**config.mk**
```make
export PLATFORM = sky130hd
export DESIGN_NAME = uart_apb_arbiter
export DESIGN_NICKNAME = d
export VERILOG_FILES = /design/src/rtl/uart_apb_arbiter.sv
export SDC_FILE = /design/constraint.sdc
export NUM_CORES = 1
export LEC_CHECK = 0
export ABC_CLOCK_PERIOD_IN_PS = 4090
export CAP_MARGIN = 20
export CORE_MARGIN = 2
export CORE_UTILIZATION = 30
export CTS_BUF_LIST = sky130_fd_sc_hd__clkbuf_8
export DETAILED_ROUTE_END_ITERATION = 6
export PLACE_DENSITY = 0.69
export REMOVE_ABC_BUFFERS = 1
export SLEW_MARGIN = 20
export SYNTH_ARGS = -nofsm -noshare
export SYNTH_HDL_FRONTEND = slang
export SYNTH_SLANG_ARGS = --single-unit
```
**constraint.sdc**
```tcl
create_clock -name i_apb_pclk -period 4.09 [get_ports i_apb_pclk]
set_input_delay 0.409 -clock i_apb_pclk [delete_from_list [all_inputs] [get_ports i_apb_pclk]]
set_output_delay 0.409 -clock i_apb_pclk [all_outputs]
set_load 0.005 [all_outputs]
```
**src/rtl/uart_apb_arbiter.sv**
```systemverilog
// Round-robin APB3 master that shares the single UART APB slave port between NUM_REQ requesters.
// Each grant becomes one APB3 transfer; a PREADY watchdog aborts ACCESS phases that never complete.
module uart_apb_arbiter #(
    parameter int NUM_REQ        = 2,
    parameter int APB_ADDR_WIDTH = 32,
    parameter int APB_DATA_WIDTH = 32,
    parameter int TIMEOUT_CYCLES = 256
) (
    input  logic                               i_apb_pclk,
    input  logic                               i_apb_preset,
    input  logic [NUM_REQ-1:0]                 i_req,
    input  logic [NUM_REQ-1:0]                 i_req_write,
    input  logic [NUM_REQ*APB_ADDR_WIDTH-1:0]  i_req_addr,
    input  logic [NUM_REQ*APB_DATA_WIDTH-1:0]  i_req_wdata,
    output logic [NUM_REQ-1:0]                 o_req_gnt,
    output logic [NUM_REQ-1:0]                 o_req_done,
    output logic [APB_DATA_WIDTH-1:0]          o_req_rdata,
    output logic                               o_req_err,
    output logic                               o_req_timeout,
    output logic                               o_busy,
    output logic [APB_ADDR_WIDTH-1:0]          o_apb_paddr,
    output logic [APB_DATA_WIDTH-1:0]          o_apb_pwdata,
    output logic                               o_apb_pwrite,
    output logic                               o_apb_psel,
    output logic                               o_apb_penable,
    input  logic [APB_DATA_WIDTH-1:0]          i_apb_prdata,
    input  logic                               i_apb_pready,
    input  logic                               i_apb_pslverr
);

    localparam int IW = (NUM_REQ > 1) ? $clog2(NUM_REQ) : 1;
    localparam int CW = (TIMEOUT_CYCLES > 1) ? $clog2(TIMEOUT_CYCLES) : 1;
    localparam logic [IW-1:0]      LAST_INIT = IW'(NUM_REQ - 1);
    localparam logic [CW-1:0]      CNT_MAX   = CW'(TIMEOUT_CYCLES - 1);
    localparam logic [NUM_REQ-1:0] ONE_HOT0  = NUM_REQ'(1'b1);

    typedef enum logic [1:0] {
        ST_IDLE   = 2'd0,
        ST_SETUP  = 2'd1,
        ST_ACCESS = 2'd2
    } state_t;

    state_t                    state_r, state_nxt_s;
    logic [IW-1:0]             last_r, last_nxt_s;
    logic [IW-1:0]             winner_r, winner_nxt_s;
    logic [CW-1:0]             cnt_r, cnt_nxt_s;
    logic [IW:0]               pick_res_s;
    logic                      pick_vld_s;
    logic [IW-1:0]             pick_idx_s;
    logic [NUM_REQ-1:0]        gnt_r, gnt_nxt_s;
    logic [NUM_REQ-1:0]        done_r, done_nxt_s;
    logic [APB_DATA_WIDTH-1:0] rdata_r, rdata_nxt_s;
    logic                      err_r, err_nxt_s;
    logic                      timeout_r, timeout_nxt_s;
    logic                      busy_r, busy_nxt_s;
    logic [APB_ADDR_WIDTH-1:0] paddr_r, paddr_nxt_s;
    logic [APB_DATA_WIDTH-1:0] pwdata_r, pwdata_nxt_s;
    logic                      pwrite_r, pwrite_nxt_s;
    logic                      psel_r, psel_nxt_s;
    logic                      penable_r, penable_nxt_s;

    // First requesting index after 'last', wrapping; MSB of the result flags a valid pick.
    function automatic logic [IW:0] rr_pick(input logic [NUM_REQ-1:0] req, input logic [IW-1:0] last);
        logic [IW:0] res;
        int          idx;
        res = {(IW+1){1'b0}};
        for (int i = 1; i <= NUM_REQ; i++) begin
            idx = (int'(last) + i) % NUM_REQ;
            if (!res[IW] && req[idx]) begin
                res = {1'b1, IW'(idx)};
            end else begin
                res = res;
            end
        end
        return res;
    endfunction

    // Arbitration result for the current request vector
    always_comb begin
        pick_res_s = rr_pick(i_req, last_r);
        pick_vld_s = pick_res_s[IW];
        pick_idx_s = pick_res_s[IW-1:0];
    end

    // Next-state and next-output logic for the transfer FSM
    always_comb begin
        state_nxt_s   = state_r;
        last_nxt_s    = last_r;
        winner_nxt_s  = winner_r;
        cnt_nxt_s     = cnt_r;
        gnt_nxt_s     = {NUM_REQ{1'b0}};
        done_nxt_s    = {NUM_REQ{1'b0}};
        rdata_nxt_s   = rdata_r;
        err_nxt_s     = 1'b0;
        timeout_nxt_s = 1'b0;
        paddr_nxt_s   = paddr_r;
        pwdata_nxt_s  = pwdata_r;
        pwrite_nxt_s  = pwrite_r;
        psel_nxt_s    = psel_r;
        penable_nxt_s = penable_r;
        case (state_r)
            ST_IDLE: begin
                if (pick_vld_s) begin
                    paddr_nxt_s   = i_req_addr[int'(pick_idx_s)*APB_ADDR_WIDTH +: APB_ADDR_WIDTH];
                    pwdata_nxt_s  = i_req_wdata[int'(pick_idx_s)*APB_DATA_WIDTH +: APB_DATA_WIDTH];
                    pwrite_nxt_s  = i_req_write[pick_idx_s];
                    psel_nxt_s    = 1'b1;
                    penable_nxt_s = 1'b0;
                    gnt_nxt_s     = ONE_HOT0 << pick_idx_s;
                    last_nxt_s    = pick_idx_s;
                    winner_nxt_s  = pick_idx_s;
                    state_nxt_s   = ST_SETUP;
                end else begin
                    psel_nxt_s    = 1'b0;
                    penable_nxt_s = 1'b0;
                end
            end
            ST_SETUP: begin
                penable_nxt_s = 1'b1;
                cnt_nxt_s     = {CW{1'b0}};
                state_nxt_s   = ST_ACCESS;
            end
            ST_ACCESS: begin
                if (i_apb_pready) begin
                    psel_nxt_s    = 1'b0;
                    penable_nxt_s = 1'b0;
                    done_nxt_s    = ONE_HOT0 << winner_r;
                    err_nxt_s     = i_apb_pslverr;
                    state_nxt_s   = ST_IDLE;
                    if (!pwrite_r) begin
                        rdata_nxt_s = i_apb_prdata;
                    end else begin
                        rdata_nxt_s = rdata_r;
                    end
                end else if (cnt_r == CNT_MAX) begin
                    // Watchdog abort: the slave never answered, release the bus with an error
                    psel_nxt_s    = 1'b0;
                    penable_nxt_s = 1'b0;
                    done_nxt_s    = ONE_HOT0 << winner_r;
                    err_nxt_s     = 1'b1;
                    timeout_nxt_s = 1'b1;
                    state_nxt_s   = ST_IDLE;
                end else begin
                    cnt_nxt_s = cnt_r + CW'(1'b1);
                end
            end
            default: begin
                psel_nxt_s    = 1'b0;
                penable_nxt_s = 1'b0;
                state_nxt_s   = ST_IDLE;
            end
        endcase
        busy_nxt_s = (state_nxt_s != ST_IDLE);
    end

    // FSM state and arbitration bookkeeping registers
    always_ff @(posedge i_apb_pclk or posedge i_apb_preset) begin
        if (i_apb_preset) begin
            state_r  <= ST_IDLE;
            last_r   <= LAST_INIT;
            winner_r <= {IW{1'b0}};
            cnt_r    <= {CW{1'b0}};
        end else begin
            state_r  <= state_nxt_s;
            last_r   <= last_nxt_s;
            winner_r <= winner_nxt_s;
            cnt_r    <= cnt_nxt_s;
        end
    end

    // Registered requester-side and APB-side outputs
    always_ff @(posedge i_apb_pclk or posedge i_apb_preset) begin
        if (i_apb_preset) begin
            gnt_r     <= {NUM_REQ{1'b0}};
            done_r    <= {NUM_REQ{1'b0}};
            rdata_r   <= {APB_DATA_WIDTH{1'b0}};
            err_r     <= 1'b0;
            timeout_r <= 1'b0;
            busy_r    <= 1'b0;
            paddr_r   <= {APB_ADDR_WIDTH{1'b0}};
            pwdata_r  <= {APB_DATA_WIDTH{1'b0}};
            pwrite_r  <= 1'b0;
            psel_r    <= 1'b0;
            penable_r <= 1'b0;
        end else begin
            gnt_r     <= gnt_nxt_s;
            done_r    <= done_nxt_s;
            rdata_r   <= rdata_nxt_s;
            err_r     <= err_nxt_s;
            timeout_r <= timeout_nxt_s;
            busy_r    <= busy_nxt_s;
            paddr_r   <= paddr_nxt_s;
            pwdata_r  <= pwdata_nxt_s;
            pwrite_r  <= pwrite_nxt_s;
            psel_r    <= psel_nxt_s;
            penable_r <= penable_nxt_s;
        end
    end

    assign o_req_gnt     = gnt_r;
    assign o_req_done    = done_r;
    assign o_req_rdata   = rdata_r;
    assign o_req_err     = err_r;
    assign o_req_timeout = timeout_r;
    assign o_busy        = busy_r;
    assign o_apb_paddr   = paddr_r;
    assign o_apb_pwdata  = pwdata_r;
    assign o_apb_pwrite  = pwrite_r;
    assign o_apb_psel    = psel_r;
    assign o_apb_penable = penable_r;

endmodule

```
==> flow_summary.toml, run 1 <==
[run_status]
status = "complete, no violations"

[logic_synthesis]
synth_commonest_cells = "dfrtp_1 (117), a21o_1 (67), a22o_1 (66)"
synthCells = 366
synth_edf_count = 0
yosys_warnings = 0
ys.flop_type = "dfrtp_1"
yosysTopAreaCell = "dfrtp_1"
syn_area_um2 = 4870
synth_most_common_cell = "dfrtp_1"
synth_cell_types = 35
synth_top_area_share = 0.601
syn_area_per_cell_um2 = 13.3
ys_seq_area_frac = 0.606
synth-seq-cells = 118
async_flop_share = 1.00
yosys-top-cells-area = "dfrtp_1 (60%), a22o_1 (12%), a21o_1 (10%)"

[pwr]
power_density_nw_per_um2 = 693
vdd_drop_max_v = 0.000342
p_leak_nw = 3.79

[critical_path]
critPathMaxFanout = 43
path_buf_inv = 1
critical_path_required_ns = 4.45
crit_path_end_kind = "flop"
slowest_delay_ns = 0.78
startpoint = "state_r[0]$_DFF_PP0_"
crit_family = "simple AND/OR/NAND/NOR gates"
start_kind = "flop"
slowest_stage = "and3_2"
crit_type = "reg2reg"
worstPathCellList = "nor2_1 > and3_2 > buf_4 > a22o_1 > a21o_1"
r2r_slack_ns = 1.79
rr_worst_depth = 5
critPathCapture = "o_apb_paddr[28]$_DFFE_PP0P_"
arrival_ns = 2.66
crit_cells = 5
r2r_end = "o_apb_paddr[28]$_DFFE_PP0P_"
timing.rr.start = "state_r[0]$_DFF_PP0_"

[layout]
final_cell_area_um2 = 8240
final_util = 0.519
fillers = 1393
layout-drive-gt1-share = 0.0737
finalNonFillerCells = 867
syn_to_final_growth_pct = 69.1
fin_nets = 807
num_antenna_cells = 0

[sta]
grt_setup_unrepaired = "false"
slew_viol_final = 0
hold_viol_final = 0
worst_pin_slew_ns = 0.853
hold_ws_ns = 0.479
fmaxAchievable_mhz = 435
fin_crit_ns = 2.30
setup_viol = 0
tns_ns = 0
fin_crit_sh = 0.562
relSlewSlack = 0.431
finClkSkew_ns = 0.0128

[floorplan]
ios = 274
initial_utilization = 0.307
core_area_um2 = 15900
row_count = 46
die_x_um = 131
fp.dieArea_um2 = 17300
fp.dieH_um = 131

[run]
maxCapViolCount = 0

[clock_network]
cts_resized = 0
clockBufferDepth = 2
cts_tree = "done"
clk_latency_ns = 0.42
holdBufCountCts = 0
cts_setup_buffers = 0
h-tree-depth = 4
cts-root-buf = "clkbuf_8"
clk_transition_reported_paths_ns = 0.08
numCtsBuffers = 17
clock-sinks = 118

[placed_design]
post_dp_cell_area_um2 = 7830
placed_cells = 835
port_buffers = 273
globalplace.congestion = 0.746
dpl.hpwl_um = 10800

[detailed_routing]
firstDrtPassIters = 4
drc = 0
routed_wl_um = 14800
final_antenna_net_count = 0
drt_iter0_drc = 202
num_vias = 4147
wire_per_inst_um = 17.1
vias_per_cell = 4.78

[worst_hold_path]
worstHoldPathType = "reg2reg"

[global_routing]
grt_use_total = 0.176
grt_overflow_total = 0
grt_max_degree = 71
grt_pass1_vias = 4568
grt_first_pass_wirelength_um = 24100
antenna_found_initial = 0
==> worst register-to-register path, cell delays in order, from the launching register on <==
cell and delay [ns]:
dfrtp_1 0.43, nor2_1 0.26, and3_2 0.78, buf_4 0.48, a22o_1 0.20, a21o_1 0.09
==> layer usage <==
layer  global-route usage  wire length, um  part of all wire  vias up
li1                     -                -                 -     1910
met1                0.201             6030              0.41     2026
met2                0.298             7340              0.49      199
met3               0.0721             1250             0.084       12
met4               0.0586              231             0.016        0
met5                    0                0                 0        -
==> logic make-up (layout without fill, tap and decap cells) <==
logic type | Yosys count | after routing | synth area share
compound gates | 145 | 145 | 0.239
xor+xnor | 1 | 1 | 0.00180
fa+ha+maj | 1 | 1 | 0.00257
buf+inv | 29 | 314 | 0.0285
flops | 118 | 118 | 0.606
mux | 34 | 34 | 0.0780
simple gates | 38 | 38 | 0.0436
==> layout by cell type (no fill, tap or decap), types with 2 or more instances in the layout <==
cell,netlist,final
nand2b_1,2,2
a21o_1,67,67
a22o_1,66,66
a21oi_4,1,2
mux2_2,2,2
nand2_1,9,9
buf_4,3,4
mux2_1,30,30
clkinvlp_4,0,4
o21ai_0,2,2
a21oi_1,3,2
and3_1,4,3
dfrtp_1,117,117
nor2_1,5,5
inv_1,4,3
nor3b_1,2,2
bufinv_16,0,2
clkbuf_8,0,21
clkdlybuf4s50_1,0,273
o21ai_1,2,2
nand3_1,6,6
clkinv_2,0,3
nor3_1,4,4
mux2i_1,2,2
==> how the worst min path moves through the flow <==
stage | from | endpoint | slack, ns | depth (start not counted)
after floorplan | winner_r$_DFFE_PP0P_ | o_req_done[0]$_DFF_PP0_ | 0.43 | 1
after global placement | o_apb_penable$_DFFE_PP0N_ | o_apb_penable$_DFFE_PP0N_ | 0.46 | 2
after detailed placement | o_apb_penable$_DFFE_PP0N_ | o_apb_penable$_DFFE_PP0N_ | 0.46 | 2
after CTS | o_apb_penable$_DFFE_PP0N_ | o_apb_penable$_DFFE_PP0N_ | 0.48 | 2
after global routing | o_apb_penable$_DFFE_PP0N_ | o_apb_penable$_DFFE_PP0N_ | 0.50 | 2
final | o_apb_penable$_DFFE_PP0N_ | o_apb_penable$_DFFE_PP0N_ | 0.48 | 2
==> power breakdown <==
group          internal, mW  switching (mW)  leakage, nW
Clock                 0.606           0.475        0.200
Sequential             1.71           0.314         1.45
Combinational          1.66           0.947         2.13
Total                  3.98            1.74         3.79
==> registers in the layout, indices dropped and copies added, names as in the netlist <==
| register | cells |
|---|---|
| o_req_err | 1 |
| o_req_done | 2 |
| o_req_gnt | 2 |
| o_apb_paddr | 32 |
| o_apb_psel | 1 |
| state_r | 2 |
| o_apb_pwdata | 32 |
| o_req_timeout | 1 |
| o_busy | 1 |
| last_r | 1 |
| o_apb_pwrite | 1 |
| o_req_rdata | 32 |
| o_apb_penable | 1 |
| cnt_r | 8 |
| winner_r | 1 |
==> per-stage QoR <==
stage	total power, mW	setup slack [ns]
finish	5.72	1.79
global route	6.10	1.61
CTS	5.81	1.77
detailed placement	4.68	1.47
global placement	4.60	1.53
floorplan	3.13	0.152
==> final cells by class <==
type / instances / area, um^2 / area share
Clock buffer: 21 / 289 / 0.0351
Clock inverter: 11 / 123 / 0.0149
Inverter: 4 / 17.5 / 0.00212
Multi-Input combinational cell: 219 / 1810 / 0.219
Sequential cell: 118 / 2950 / 0.358
Tap cell: 216 / 270 / 0.0328
Timing Repair Buffer: 278 / 2780 / 0.338
No activity file was read; power rests on OpenSTA's default activity.
==> run 2, diff against run 1 <==
ABC_CLOCK_PERIOD_IN_PS = 2170   (was 4090)
clock period = 2.17 ns   (was 4.09 ns; I/O delays follow)
==> flow_summary.toml, run 2 (same netlist as run 1, synthesis figures left out) <==
[layout]
fin_nets = 809
final_util = 0.523
final_common_cell = "clkdlybuf4s50_1"
syn_to_final_growth_pct = 70.5
fillers = 1400
finalNonFillerCells = 869
layout-drive-gt1-share = 0.0704
final_cell_mix = "clkdlybuf4s50_1 (273), dfrtp_1 (117), a21o_1 (67), a22o_1 (66), mux2_1 (30)"
num_antenna_cells = 0

[detailed_routing]
wire_per_inst_um = 17.4
vias_per_cell = 4.86
num_vias = 4227
final_antenna_net_count = 0
firstDrtPassIters = 4
drt_iter0_drc = 138
routed_wl_um = 15100
drc = 0

[sta]
slew_viol_final = 0
grt_setup_unrepaired = "false"
worst_pin_slew_ns = 0.908
setup_viol = 0
relSlewSlack = 0.395
fin_crit_ns = 1.90
finClkSkew_ns = 0.00723
fmaxAchievable_mhz = 527
hold_viol_final = 0
fin_crit_sh = 0.875

[clock_network]
clk_latency_ns = 0.43
numCtsBuffers = 17
cts-root-buf = "clkbuf_8"
cts_tree = "done"
holdBufCountCts = 0
h-tree-depth = 4
clk_transition_reported_paths_ns = 0.07
cts_resized = 0
clock-sinks = 118
cts_setup_buffers = 0
clockBufferDepth = 2

[placed_design]
dpl.hpwl_um = 10700
port_buffers = 273
placed_cells = 836
globalplace.congestion = 0.773

[floorplan]
initial_utilization = 0.307
ios = 274
fp.dieArea_um2 = 17300
core_area_um2 = 15900
row_count = 46
fp.dieH_um = 131
die_x_um = 131

[global_routing]
grt_max_degree = 71
grt_use_total = 0.179
grt_overflow_total = 0
grt_pass1_vias = 4684
antenna_found_initial = 0
grt_first_pass_wirelength_um = 24200

[critical_path]
crit_path_end_kind = "flop"
crit_type = "reg2reg"
critPathMaxFanout = 70
arrival_ns = 2.21
start_kind = "flop"
critical_path_required_ns = 2.48

[run_status]
status = "complete, no violations"

[pwr]
power.total_mw = 10.9
vdd_drop_max_v = 0.000544
power_density_nw_per_um2 = 1310
p_leak_nw = 3.83

[run]
maxCapViolCount = 0

[worst_hold_path]
worstHoldPathType = "in2async"
-- run 2: changes by cell type in the layout (fill, tap and decap cells not counted), moves of 2 or more --
| cell | before | now |
|---|---|---|
| buf_4 | 4 | 1 |
| clkinvlp_4 | 4 | 2 |
| inv_1 | 3 | 7 |
| buf_12 | 1 | 5 |
-- run 2: critical path, stage by stage (launching register included) --
cell and delay (ns):
dfrtp_1 0.43, nor2_1 0.28, o21ai_4 0.15, buf_4 0.35
a22o_1 0.34, a21o_1 0.15
-- run 2: path summary, 6_finish.rpt --
check / startpoint / endpoint / slack (ns) / cells past startpoint
setup / recovery: state_r[0]$_DFF_PP0_ / o_apb_paddr[3]$_DFFE_PP0P_ / 0.27 / 5
min in group i_apb_pclk: i_req_wdata[13] / o_apb_pwdata[13]$_DFFE_PP0P_ / 0.37 / 2
hold / removal: i_apb_preset / o_req_rdata[21]$_DFFE_PP0P_ / 0.23 / 3
setup reg to reg: state_r[0]$_DFF_PP0_ / o_apb_paddr[3]$_DFFE_PP0P_ / 0.27 / 5
hold reg to reg: winner_r$_DFFE_PP0P_ / o_req_done[0]$_DFF_PP0_ / 0.48 / 1
max in group asynchronous: i_apb_preset / last_r$_DFFE_PP1P_ / 1.62 / 3
-- run 2: stage by stage --
stage               setup slack (ns)  hold slack (ns)  setup TNS [ns]  area, um^2
finish                         0.271            0.229               0        8310
global route                   0.204            0.255               0        8310
CTS                           0.0827            0.227               0        8300
detailed placement           -0.0193            0.457          -0.286        7890
global placement              0.0760            0.451               0        7890
floorplan                      -1.77            0.333         -263.94        4750
-- run 2: area by class of cell --
| type | count | area, um^2 | share of cell area |
|---|---|---|---|
| sequential | 118 | 2950 | 0.355 |
| multi-input combinational | 220 | 1820 | 0.219 |
| clock buffer | 20 | 275 | 0.0331 |
| timing repair buffer | 279 | 2840 | 0.342 |
| clock inverter | 12 | 139 | 0.0167 |
| tap | 216 | 270 | 0.0325 |
| inverter | 4 | 17.5 | 0.00211 |
-- run 2: where the power goes --
group / internal (mW) / leakage, nW / switching, mW
clock network: 1.21 / 0.220 / 0.848
logic: 3.18 / 2.15 / 1.81
registers: 3.23 / 1.45 / 0.612
total: 7.62 / 3.83 / 3.27
-- run 2: per-layer routing --
metal  global-route usage  routed length, um  vias to the layer above
li1                     -                  -                     1920
met1                0.203               6190                     2090
met2                0.305               7390                      194
met3               0.0598               1180                       23
met4               0.0791                349                        0
met5                    0                  0                        -
==> run 3, diff against run 2 <==
ABC_CLOCK_PERIOD_IN_PS = default   (was 2170)
==> results of run 3 <==
Same layout as run 2: the final DEF is identical, and so are final timing and power.
